$ cat src/rtl/wb_mem_arbiter.sv
// -----------------------------------------------------------------------------
// wb_mem_arbiter
//
// Two-master, one-slave arbiter for the CPU memory bus. M0 is the
// instruction-fetch master (read only), M1 the load/store master. One master is
// granted at a time. The grant is held until the slave acknowledges. When both
// masters request, the grant alternates round-robin.
//
// Ports:
//   CLK_I, RST_I          clock (rising edge), synchronous active-high reset
//   M0_STB_I, M0_ADR_I    fetch request and address
//   M0_AKN_O, M0_DAT_O    fetch acknowledge and read data
//   M1_STB_I, M1_WE_I     data request, 1 = write
//   M1_ADR_I, M1_DAT_I    data address and write data
//   M1_AKN_O, M1_DAT_O    data acknowledge and read data
//   S_STB_O, S_WE_O       slave strobe and write enable
//   S_ADR_O, S_DAT_O      slave address and write data
//   S_DAT_I, S_AKN_I      slave read data and acknowledge
//   ERR_O                 one-cycle pulse when a granted transfer is aborted
//
// Build option:
//   WB_ARB_TIMEOUT_EN  when defined, a granted transfer that sees no S_AKN_I
//                      for TIMEOUT_CYC cycles is aborted and ERR_O pulses.
//                      When undefined, ERR_O is 0 and the grant is held until
//                      the slave acknowledges.
// -----------------------------------------------------------------------------
module wb_mem_arbiter #(
    parameter int ADDR_W      = 32,
    parameter int DATA_W      = 32,
    parameter int TIMEOUT_CYC = 16
) (
    input  logic              CLK_I,
    input  logic              RST_I,
    input  logic              M0_STB_I,
    input  logic [ADDR_W-1:0] M0_ADR_I,
    output logic              M0_AKN_O,
    output logic [DATA_W-1:0] M0_DAT_O,
    input  logic              M1_STB_I,
    input  logic              M1_WE_I,
    input  logic [ADDR_W-1:0] M1_ADR_I,
    input  logic [DATA_W-1:0] M1_DAT_I,
    output logic              M1_AKN_O,
    output logic [DATA_W-1:0] M1_DAT_O,
    output logic              S_STB_O,
    output logic              S_WE_O,
    output logic [ADDR_W-1:0] S_ADR_O,
    output logic [DATA_W-1:0] S_DAT_O,
    input  logic [DATA_W-1:0] S_DAT_I,
    input  logic              S_AKN_I,
    output logic              ERR_O
);

    typedef enum logic [1:0] {
        IDLE = 2'd0,
        GNT0 = 2'd1,
        GNT1 = 2'd2
    } state_t;

    state_t state, state_nxt;
    logic   last_gnt, last_gnt_nxt;  // 0 = M0 was served last
    logic   abort;                    // granted transfer gave up waiting for S_AKN_I

`ifdef WB_ARB_TIMEOUT_EN
    localparam int CNT_W = (TIMEOUT_CYC > 1) ? $clog2(TIMEOUT_CYC) : 1;

    logic [CNT_W-1:0] cnt;
    logic             err_q;
    logic             gnt_stb;

    assign gnt_stb = ((state == GNT0) && M0_STB_I) || ((state == GNT1) && M1_STB_I);

    // An ack in the final cycle still completes the transfer normally.
    assign abort = gnt_stb && !S_AKN_I && (cnt == CNT_W'(TIMEOUT_CYC - 1));

    // Counter is held at zero in IDLE, so every grant starts counting from 0.
    always_ff @(posedge CLK_I) begin
        if (RST_I) begin
            cnt   <= '0;
            err_q <= 1'b0;
        end else begin
            err_q <= abort;
            cnt   <= (state == IDLE) ? '0 : cnt + 1'b1;
        end
    end

    assign ERR_O = err_q;
`else
    assign abort = 1'b0;
    // Tied low; the timeout length only matters when the timeout logic is built.
    assign ERR_O = 1'b0 & (TIMEOUT_CYC != 0);
`endif

    // NOTE: state registers use non-blocking assignments so every flop samples
    // values from before the edge, independent of statement order.
    always_ff @(posedge CLK_I) begin
        if (RST_I) begin
            state    <= IDLE;
            last_gnt <= 1'b1;  // M0 wins the first tie after reset
        end else begin
            state    <= state_nxt;
            last_gnt <= last_gnt_nxt;
        end
    end

    // Next-state logic.
    // NOTE: every variable is given a default before the case so that no path
    // leaves it unassigned, which would otherwise infer a latch.
    always_comb begin
        state_nxt    = state;
        last_gnt_nxt = last_gnt;
        unique case (state)
            IDLE: begin
                if (M0_STB_I && M1_STB_I) state_nxt = last_gnt ? GNT0 : GNT1;
                else if (M0_STB_I)        state_nxt = GNT0;
                else if (M1_STB_I)        state_nxt = GNT1;
            end
            GNT0: begin
                // A master that withdraws its request releases the bus without
                // counting as served.
                if (!M0_STB_I) begin
                    state_nxt = IDLE;
                end else if (S_AKN_I || abort) begin
                    state_nxt    = IDLE;
                    last_gnt_nxt = 1'b0;
                end
            end
            GNT1: begin
                if (!M1_STB_I) begin
                    state_nxt = IDLE;
                end else if (S_AKN_I || abort) begin
                    state_nxt    = IDLE;
                    last_gnt_nxt = 1'b1;
                end
            end
            default: state_nxt = IDLE;
        endcase
    end

    // Slave-side muxing and acknowledge path, combinational from state.
    // Acks are suppressed while RST_I is high so a transfer cut off by reset
    // never completes at the master.
    always_comb begin
        S_STB_O  = 1'b0;
        S_WE_O   = 1'b0;
        S_ADR_O  = '0;
        S_DAT_O  = '0;
        M0_AKN_O = 1'b0;
        M0_DAT_O = '0;
        M1_AKN_O = 1'b0;
        M1_DAT_O = '0;
        unique case (state)
            GNT0: begin
                S_STB_O  = M0_STB_I;
                S_ADR_O  = M0_ADR_I;
                M0_AKN_O = S_AKN_I && M0_STB_I && !RST_I;
                M0_DAT_O = S_DAT_I;
            end
            GNT1: begin
                S_STB_O  = M1_STB_I;
                S_WE_O   = M1_WE_I;
                S_ADR_O  = M1_ADR_I;
                S_DAT_O  = M1_DAT_I;
                M1_AKN_O = S_AKN_I && M1_STB_I && !RST_I;
                M1_DAT_O = S_DAT_I;
            end
            default: ;
        endcase
    end

endmodule
$ cat config.mk
export PLATFORM = sky130hd
export DESIGN_NAME = wb_mem_arbiter
export DESIGN_NICKNAME = d
export VERILOG_FILES = /design/src/rtl/wb_mem_arbiter.sv
export SDC_FILE = /design/constraint.sdc
export NUM_CORES = 1
export LEC_CHECK = 0
export ABC_AREA = 0
export CAP_MARGIN = 25
export CORE_AREA = 5 5 100 102
export DETAILED_ROUTE_END_ITERATION = 16
export DIE_AREA = 0 0 105 107
export PLACE_DENSITY = 0.68
export SLEW_MARGIN = 40
export SYNTH_ARGS = -nofsm -noshare
export SYNTH_HDL_FRONTEND = slang
export SYNTH_SLANG_ARGS = --single-unit
$ cat constraint.sdc
create_clock -name CLK_I -period 1.5 [get_ports CLK_I]
set_input_delay 0.375 -clock CLK_I [delete_from_list [all_inputs] [get_ports CLK_I]]
set_output_delay 0.375 -clock CLK_I [all_outputs]
set_load 0.03 [all_outputs]
-- Word-level counts from Yosys, hierarchy flattened
Index checks and enable logic that the tools add are counted.
- word-level logic and storage cells: 39
- bits of input ports: 134
- register bits: 3
- output and inout bits: 133
- eq/ne operators: 7
- reduce and logical (&&, ||, !) cells: 9
- muxes and demuxes: 21
- operators with widths (operator ; count):
    two-way mux 32 bit ; 3
    case mux 32 bit (2 select lines) ; 1
    two-way mux 2 bit ; 7
    inequality test 2 bit (second input constant) ; 4
    two-way mux 1 bit ; 7
    case mux 2 bit (3 select lines) ; 1
    logical AND 1 bit ; 5
    AND reduction 5 bit ; 1
    inequality test 4 bit (second input constant) ; 1
    case mux 1 bit (2 select lines) ; 2
    equality test 2 x 1 -> 1 bit (second input constant) ; 1
    equality test 2 bit (second input constant) ; 1
    logical NOT 2 bit ; 1
    nonzero test 2 bit ; 1
    logical NOT 1 bit ; 1

-- Depth between registers and ports, before layout
- word-level depth: 4
- mapped depth: 7

-- Least setup slack after synthesis
Ideal clock, no wire load.
- path kind: reg-to-output
- from: register state[0]
- to: output port M1_AKN_O
- required time: 1125 ps
- stages on the path, launching flop included: 7
- slack: -465 ps
- arrival: 1590 ps
- buffers on the path: 2
- cell sequence: dfxtp_1 > inv_1 > ha_1 > buf_2 > buf_2 > nand2_1 > nor3_1
- longest elaborated chain between the ends: 2
- ends and longest elaborated chain (item ; RTL line ; source):
    start: declaration ; 59 ; state_t state, state_nxt;
    start signal: assignment ; 100 ; state <= state_nxt;
    equality test 2 bit ; 151 ; unique case (state)
    two-way mux 1 bit ; 151 ;
    end: declaration ; 42 ; output logic M1_AKN_O,
No other way between the ends.

-- Worst setup path after layout
- from: register state[1]
- to: output port S_STB_O
- longest elaborated chain between the ends: 2
- elaborated cells between the ends (all ways): 3
- classes of those cells: eq/ne (2); mux (1)
- ends and longest elaborated chain (item ; RTL line ; source):
    equality test 2 bit or equality test 2 x 1 -> 1 bit (tied branches) ; 151 ;
    case mux 1 bit (2 select lines) (*) ; 151 ;
    end: declaration ; 44 ; output logic S_STB_O,
Mark *: on every way between the ends. The rest lies on a longest branch, timed or not.

==> impl_metrics.tcl <==
set metrics [dict create \
    grt_pass1_vias 3018 \
    cts_made_buffers 3 \
    yosys_warnings 0 \
    required_ns 1.12 \
    cts-root-buf "clkbuf_8" \
    grt_pass1_wl_mm 15.87 \
    worst_slack_ns -0.3882 \
    wl_per_cell_microns 18.06 \
    clock_sinks 3 \
    wl_mm 11.25 \
    peakVddDrop_mv 0.2264 \
    grt_max_degree 33 \
    dp_hpwl_mm 7.968 \
    crit_start "state[1]" \
    r2r_start "state[1]" \
    port_buffers 265 \
    synthDistinctLibCells 23 \
    status "complete, but fails checks" \
    synth_nets 359 \
    clockBufferDepth 2 \
    synthesis.area_sq_um 1463 \
    p_int_mw 1.458 \
    dieWidth_microns 105 \
    dr.first_iter.drc_count 48 \
    nNetsFinal 652 \
    ys_ff_latch 3 \
    crit_path_start_kind "flip-flop" \
    start_util 0.1621 \
    core_sq_um 9021 \
    drt-met1-wl_mm 3.897 \
    vias_per_cell 4.408 \
    fin_util 0.6415 \
    tritoncts "built" \
    antenna_found_initial 0 \
    track_usage 0.1718 \
    final_cell_area_sq_um 5787 \
    drcViolationCount 0 \
    worstSetupEndpointType "primary output" \
    gp_congestion 0.7633 \
    drt_pass1_iterations 4 \
    die-area_sq_um 11240 \
    async_flop_share 0 \
    crit_arrival_ns 1.51 \
    tns_ns -39.47 \
    dpl_cell_area_sq_um 4672 \
    clk_pin_slew_ns 0.03 \
    drive_gt1_frac 0.6953 \
    fill_cells 723 \
    fin_hold_ws_ns 0.5390 \
    synth_flop_cell "dfxtp_1" \
    p_switching_mw 0.9348 \
    total_power_mw 2.393 \
    drt.antenna.violating_nets 0 \
    period_needed_ns 1.888 \
    diodes 0 \
    synth_edf_count 0 \
    hold_viol 0 \
    synthTopCellsByCount "98 x and2_1, 33 x nor2b_1, 32 x a22oi_1, 8 x buf_2, 7 x clkbuf_1" \
    synth-seq-area-share 0.04106 \
    synthToLayoutAreaGrowth_pct 295.6 \
    critPathMaxFanout 5 \
    swShare 0.3907 \
    htreeDepth 1 \
    setup_viol 134 \
    fp-row-count 35 \
    p_per_area_nw_per_um2 413.4 \
    syn_avg_cell_area_sq_um 6.648 \
    maxSlewViolCount 0 \
    leakage_nw 2.431 \
    p_seq_frac 0.040 \
    worstRegToRegCells 8 \
    rsz0062_at_grt "yes" \
    synth_most_common_cell "and2_1" \
    p_clk_frac 0.099 \
    hp-class "flip-flop to flip-flop" \
    syn_inst 220 \
    violations "negative setup slack" \
    fin_skew_ns 0.001845 \
    routed.top_layer "met4" \
    max-cap-violations 0 \
    synth_top_area_share 0.4192 \
    synth_area_leaders "and2_1 42%, a22oi_1 16%, nor2b_1 14%, ha_1 4.3%, dfxtp_1 4.1%" \
    dr_wl_met3_mm 1.104 \
    ios 267 \
    r2r_end "last_gnt" \
    met2_length_mm 6.100 \
    num_vias 2746 \
    fin_crit_sh 1.259 \
    clock_latency_ns 0.22 \
    synth_top_cell_by_area "and2_1" \
    overflow 0 \
    postCtsHoldBufs 0 \
    crit_end "S_STB_O" \
    crit_type "flip-flop to primary output" \
    reg2reg_slack_ns -0.03 \
    fp.dieH_microns 107 \
    max_freq_mhz 529.6 \
    power_frac_comb 0.862 \
]
## power groups by stage
stage	Sequential, mW	Clock (mW)	Combinational [mW]
3_3_place_gp	0.0932	0	1.63
6_report	0.0950	0.236	2.06
5_1_grt	0.0961	0.251	2.16
4_1_cts	0.0931	0.244	1.86
3_5_place_dp	0.0934	0	1.64
2_1_floorplan	0.0931	0	0.904
## area by class of cell
type / instances / area (sq um) / area share
repair buffers: 311 / 3553 / 0.6141
multi-input cells: 191 / 1963 / 0.3392
well taps: 111 / 138.9 / 0.02400
inverters: 3 / 18.77 / 0.003243
clock buffers: 4 / 45.04 / 0.007784
flip-flops and latches: 3 / 67.56 / 0.01168
## stage by stage
stage / setup slack [ns] / cells
CTS: -0.3677 / 609
finish: -0.3882 / 623
floorplan: -0.03779 / 220
detailed placement: -0.2961 / 595
global placement: -0.2657 / 595
global route: -0.4286 / 623
## per-layer routing
metal	global-route usage	up-vias
met5	0	-
met3	0.06502	14
met1	0.1791	1260
li1	-	1310
met2	0.3228	162
met4	0.04110	0
## worst min-delay path by stage
stage	end	start	depth (start not counted)
4_1_cts	last_gnt	last_gnt	2
6_report	last_gnt	last_gnt	2
3_3_place_gp	last_gnt	last_gnt	2
2_1_floorplan	last_gnt	last_gnt	2
3_5_place_dp	last_gnt	last_gnt	2
5_1_grt	last_gnt	last_gnt	2
## flip-flops by register name, indices dropped and copies added (netlist names)
| name | cells |
|---|---|
| last_gnt | 1 |
| state | 2 |
## cell families after synthesis
kind of cell / Yosys count / share of synthesized area
flip-flops: 3 / 0.04106
AND/OR/NAND/NOR: 145 / 0.6185
other: 1 / 0.002564
AO/OA/AOI/OAI: 40 / 0.1985
adder cells (fa/ha/maj): 5 / 0.04277
buffers and inverters: 26 / 0.09666
## what timing repair did
item | in CTS | in global routing
gates resized for setup | 132 | 67
buffers inserted | 7 | 7
cloned | 3 | 9
setup endpoints to repair | 133 | 135
pin swaps | 17 | 26
## worst max-delay path, stage by stage, from the launching register on
cell and delay, ns:
dfxtp_4 0.35, buf_4 0.14, ha_4 0.19, buf_8 0.15, a22o_1 0.19, and2_4 0.14, buf_6 0.13
## cells in the final DEF (no fill, tap or decap), types with 4 or more instances in the layout
cell type        count
ha_4                 4
a22oi_2             31
buf_4               14
and2_4              71
buf_6              138
and2_2              24
nor2b_4             29
buf_12              15
clkdlybuf4s50_1    132
clkbuf_16            7
Note: power is estimated with default switching activity, not from simulation.
